<file path="src/rtl/ram_controller_ex_lfsr_gen.sv">
// Test-pattern generator (per-byte-lane LFSR, counter, walking-one, checkerboard)
// with an optional read-back checker compiled in by RAM_CONTROLLER_EX_LFSR_CHECK_EN.
module ram_controller_ex_lfsr_gen #(
    parameter int unsigned WIDTH       = 32,
    parameter int unsigned SEED        = 32,
    parameter int unsigned LANE_STRIDE = 1
) (
    input  logic                   i_clk,
    input  logic                   i_reset_n,
    input  logic                   i_enable,
    input  logic                   i_pause,
    input  logic                   i_load,
    input  logic [1:0]             i_mode,
    input  logic [WIDTH-1:0]       i_ldata,
    output logic [WIDTH-1:0]       o_data,
    input  logic                   i_chk_valid,
    input  logic [WIDTH-1:0]       i_chk_data,
    input  logic                   i_chk_clear,
    output logic                   o_chk_fail,
    output logic [15:0]            o_err_count,
    output logic [(WIDTH/8)-1:0]   o_err_lane_mask
);

    localparam int unsigned LANES = WIDTH / 8;

    localparam logic [1:0] MODE_LFSR  = 2'b00;
    localparam logic [1:0] MODE_COUNT = 2'b01;
    localparam logic [1:0] MODE_WALK  = 2'b10;
    localparam logic [1:0] MODE_CHECK = 2'b11;

    // Lane seeds never come out zero, so an LFSR lane cannot lock up.
    function automatic logic [WIDTH-1:0] f_seed_word();
        logic [WIDTH-1:0] w;
        logic [7:0]       s;
        w = '0;
        for (int unsigned i = 0; i < LANES; i++) begin
            s = 8'((SEED + i * LANE_STRIDE) % 256);
            if (s == 8'h00) s = 8'h01;
            w[i*8 +: 8] = s;
        end
        return w;
    endfunction

    localparam logic [WIDTH-1:0] SEED_WORD = f_seed_word();

    logic [WIDTH-1:0] r_data;
    logic [WIDTH-1:0] w_init;
    logic [WIDTH-1:0] w_step;
    logic [WIDTH-1:0] w_next;

    // Init word and one-step update for the selected mode.
    always_comb begin
        w_init = '0;
        w_step = r_data;
        case (i_mode)
            MODE_LFSR: begin
                w_init = SEED_WORD;
                for (int unsigned i = 0; i < LANES; i++) begin
                    w_step[i*8 + 0] = r_data[i*8 + 7];
                    w_step[i*8 + 1] = r_data[i*8 + 0];
                    w_step[i*8 + 2] = r_data[i*8 + 1] ^ r_data[i*8 + 7];
                    w_step[i*8 + 3] = r_data[i*8 + 2] ^ r_data[i*8 + 7];
                    w_step[i*8 + 4] = r_data[i*8 + 3] ^ r_data[i*8 + 7];
                    w_step[i*8 + 5] = r_data[i*8 + 4];
                    w_step[i*8 + 6] = r_data[i*8 + 5];
                    w_step[i*8 + 7] = r_data[i*8 + 6];
                end
            end
            MODE_COUNT: begin
                w_init = '0;
                w_step = r_data + WIDTH'(1);
            end
            MODE_WALK: begin
                w_init = WIDTH'(1);
                w_step = {r_data[WIDTH-2:0], r_data[WIDTH-1]};
            end
            MODE_CHECK: begin
                w_init = {LANES{8'h55}};
                w_step = ~r_data;
            end
            default: begin
                w_init = '0;
                w_step = r_data;
            end
        endcase
    end

    always_comb begin
        w_next = w_step;
        if (!i_enable)    w_next = w_init;
        else if (i_load)  w_next = i_ldata;
        else if (i_pause) w_next = r_data;
    end

    always_ff @(posedge i_clk or negedge i_reset_n) begin
        if (!i_reset_n) r_data <= SEED_WORD;
        else            r_data <= w_next;
    end

    assign o_data = r_data;

`ifdef RAM_CONTROLLER_EX_LFSR_CHECK_EN
    logic [LANES-1:0] w_lane_mis;
    logic             r_chk_fail;
    logic [15:0]      r_err_count;
    logic [LANES-1:0] r_err_lane_mask;

    always_comb begin
        w_lane_mis = '0;
        for (int unsigned i = 0; i < LANES; i++) begin
            w_lane_mis[i] = (i_chk_data[i*8 +: 8] != r_data[i*8 +: 8]);
        end
    end

    // Clear beats a same-cycle mismatch; the counter saturates but flags keep updating.
    always_ff @(posedge i_clk or negedge i_reset_n) begin
        if (!i_reset_n) begin
            r_chk_fail      <= 1'b0;
            r_err_count     <= 16'h0000;
            r_err_lane_mask <= '0;
        end else if (i_chk_clear) begin
            r_chk_fail      <= 1'b0;
            r_err_count     <= 16'h0000;
            r_err_lane_mask <= '0;
        end else if (i_chk_valid && i_enable && (w_lane_mis != '0)) begin
            r_chk_fail      <= 1'b1;
            r_err_lane_mask <= r_err_lane_mask | w_lane_mis;
            if (r_err_count != 16'hFFFF) r_err_count <= r_err_count + 16'd1;
        end
    end

    assign o_chk_fail      = r_chk_fail;
    assign o_err_count     = r_err_count;
    assign o_err_lane_mask = r_err_lane_mask;
`else
    logic w_unused_chk;
    assign w_unused_chk    = ^{i_chk_valid, i_chk_data, i_chk_clear};
    assign o_chk_fail      = 1'b0;
    assign o_err_count     = 16'h0000;
    assign o_err_lane_mask = '0;
`endif

endmodule

</file>
<file path="config.mk">
export PLATFORM = sky130hd
export DESIGN_NAME = ram_controller_ex_lfsr_gen
export DESIGN_NICKNAME = d
export VERILOG_FILES = /design/src/rtl/ram_controller_ex_lfsr_gen.sv
export SDC_FILE = /design/constraint.sdc
export NUM_CORES = 1
export LEC_CHECK = 0
export BUFFER_PORTS_ARGS = -buffer_cell sky130_fd_sc_hd__buf_2
export CELL_PAD_IN_SITES_DETAIL_PLACEMENT = 0
export CELL_PAD_IN_SITES_GLOBAL_PLACEMENT = 1
export CORE_MARGIN = 1.5
export CORE_UTILIZATION = 33
export DETAILED_ROUTE_END_ITERATION = 12
export PLACE_DENSITY_LB_ADDON = 0.1
export SETUP_SLACK_MARGIN = 0.05
export SYNTH_ARGS = -nofsm -noshare
export SYNTH_HDL_FRONTEND = slang
export SYNTH_SLANG_ARGS = --single-unit
export TNS_END_PERCENT = 30
</file>
<file path="constraint.sdc">
create_clock -name i_clk -period 2.1 [get_ports i_clk]
set_input_delay 0.105 -clock i_clk [delete_from_list [all_inputs] [get_ports i_clk]]
set_output_delay 0.105 -clock i_clk [all_outputs]
set_load 0.02 [all_outputs]
</file>
==> flow_summary.json <==
{
  "synth_enable_flop_cells": 0,
  "yosysUniqueCellTypes": 75,
  "htree_levels": 2,
  "synth.avg_cell_area_um2": 7.12,
  "setup_viol": 0,
  "cts_tree": "done",
  "worstSkewPairLatency_ns": 0.28,
  "nets": 696,
  "async_flop_share_pct": 100,
  "path_clk_slew_ns": 0.06,
  "dieArea_um2": 12100,
  "leakagePower_nw": 1.98,
  "yosys_warnings": 0,
  "ys_seq_elements": 32,
  "relSlewSlack_pct": 42.7,
  "worstSetupEndpointType": "register",
  "reg2reg_slack_ns": 0.11,
  "rsz0062_at_grt": "true",
  "rows": 38,
  "start_util_pct": 34.4,
  "antenna_cells": 0,
  "numCtsBuffers": 5,
  "cap_violations": 0,
  "gp_congestion": 0.937,
  "syn2layout_area_growth_pct": 22.6,
  "drive_gt1_share_pct": 27.2,
  "peakVddDrop_v": 0.000324,
  "ff2ff_path_depth": 5,
  "hp-start": "i_ldata[1]",
  "drc": 0,
  "netlist_area_um2": 3780,
  "drtPass1Iterations": 5,
  "die_h_um": 110,
  "tightest_slew_ns": 0.860,
  "hold_path.class": "in -> reg",
  "cp_max_fo": 7,
  "coreArea_um2": 11000,
  "routed_via_density": 5.94,
  "dp_hpwl_um": 11400,
  "clock_skew_ns": 0.00528,
  "syn_inst": 531,
  "max_freq_mhz": 501,
  "ys_seq_area_share_pct": 21.5,
  "cts_sinks": 32,
  "drt_iter0_markers": 432,
  "ios": 126,
  "portBuffers": 70,
  "grt_pass1_wl_um": 24100,
  "power.density_nw_per_um2": 564,
  "holdPathEnd": "o_data[1]$_DFFE_PN0P_",
  "grt_pass1_vias": 4229,
  "status": "completed",
  "numPlacedInstances": 749,
  "synthFlopType": "dfrtp_1",
  "fin_cells": 758,
  "final_common_cell": "buf_2",
  "grt_max_degree": 45,
  "final_cell_mix": "buf_2, buf_4, nand2_1, a21oi_1",
  "grt_antenna_before_repair": 0,
  "globalRoute.totalOverflow": 0,
  "drtAntennaViolNets": 0,
  "period_share_pct": 95.0,
  "largest_reg_flops": 32,
  "cts_buffer_depth": 2,
  "dr_total_vias": 4505,
  "postCtsSetupRepairBufs": 0,
  "maxSlewViolCount": 0,
  "cp.required_ns": 2.30,
  "critical_path_class": "reg -> reg",
  "crit_arrival_ns": 2.19,
  "holdPathStages": 3,
  "layout_min_cycle_time_ns": 1.99,
  "r2r_end": "o_data[22]$_DFFE_PN0P_",
  "grt_usage_pct": 26.7,
  "reg2reg_from": "o_data[13]$_DFFE_PN1P_",
  "hold_viol": 0,
  "ctsRootBufferMaster": "clkbuf_16",
  "holdWs_ns": 0.0813,
  "cp-start-kind": "register",
  "routed_wl_um": 15800,
  "wl_per_cell_um": 20.8,
  "tns_ns": 0,
  "die_x_um": 110,
  "startpoint": "o_data[13]$_DFFE_PN1P_"
}
stage by stage:
step | util [%] | worst slack, ns | power [mW] | cell area [µm²]
after floorplan | - | 0.0547 | 1.48 | 3860
final | 42.2 | 0.106 | 2.61 | 4630
after CTS | 42.2 | 0.101 | 2.62 | 4630
after detailed placement | 40.7 | 0.139 | 1.84 | 4470
after global routing | 42.2 | 0.00551 | 2.76 | 4630
after global placement | 40.7 | 0.150 | 1.83 | 4470
critical path, stage by stage, from the launching register on:
cell,delay (ns)
dfstp_2,0.61
nand2_1,0.11
or4_4,0.52
or4_4,0.45
nand2_1,0.07
nor3b_2,0.15
cells in the mapped netlist, types with 11 or more instances:
cell type,number,area [µm²]
nor3_1,13,65.1
o211ai_1,12,90.1
buf_4,23,173
a31oi_1,20,125
nand2b_1,11,68.8
clkbuf_1,39,146
o21ai_0,37,185
nand2_1,51,191
nor2_1,38,143
inv_1,17,63.8
a21oi_1,42,210
nand3_1,13,65.1
dfrtp_1,24,601
nand4_1,16,100
cell families (layout without fill, tap and decap cells):
logic type / Yosys count / after routing / share of synthesized area, %
multiplexers: 3 / 3 / 0.828
AO/OA/AOI/OAI: 187 / 187 / 33.0
adder cells (fa/ha/maj): 6 / 6 / 1.99
flip-flops: 32 / 32 / 21.5
other: 1 / 21 / 0.0992
XOR/XNOR: 14 / 14 / 3.25
buffers and inverters: 97 / 164 / 13.0
AND/OR/NAND/NOR: 191 / 191 / 26.4
per-layer routing:
metal	vias to the layer above	track usage, %	wire length [µm]
li1	2096	-	-
met1	2149	37.7	7130
met2	230	42.0	7060
met3	30	3.53	1180
met4	0	8.44	412
met5	-	0	0
worst max-delay path by stage:
stage	endpoint	slack, ns	depth (start not counted)
after CTS	o_data[30]$_DFFE_PN0P_	0.10	6
final	o_data[22]$_DFFE_PN0P_	0.11	5
after global placement	o_data[22]$_DFFE_PN0P_	0.15	5
after global routing	o_data[27]$_DFFE_PN0P_	0.006	6
after detailed placement	o_data[22]$_DFFE_PN0P_	0.14	5
after floorplan	o_data[22]$_DFFE_PN0P_	0.05	6
power breakdown:
group          leakage [nW]  internal (mW)  total, mW  switching (mW)
combinational          1.52          0.406       1.05           0.644
clock                0.0712          0.474      0.762           0.288
sequential            0.388          0.701      0.801           0.100
repair_timing:
action,4_1_cts,5_1_grt
hold buffers,1,0
gates resized for setup,0,3
endpoints found under the setup margin,0,8
endpoints found under the hold margin,24,0
cell type report:
class	instances	area (µm²)
clock buffer	8	146
multi-input combinational	422	2560
inverter	18	67.6
tap	140	175
fill	1201	6350
timing repair buffer	138	876
sequential	32	811
Power figures use the tool's default switching activity.
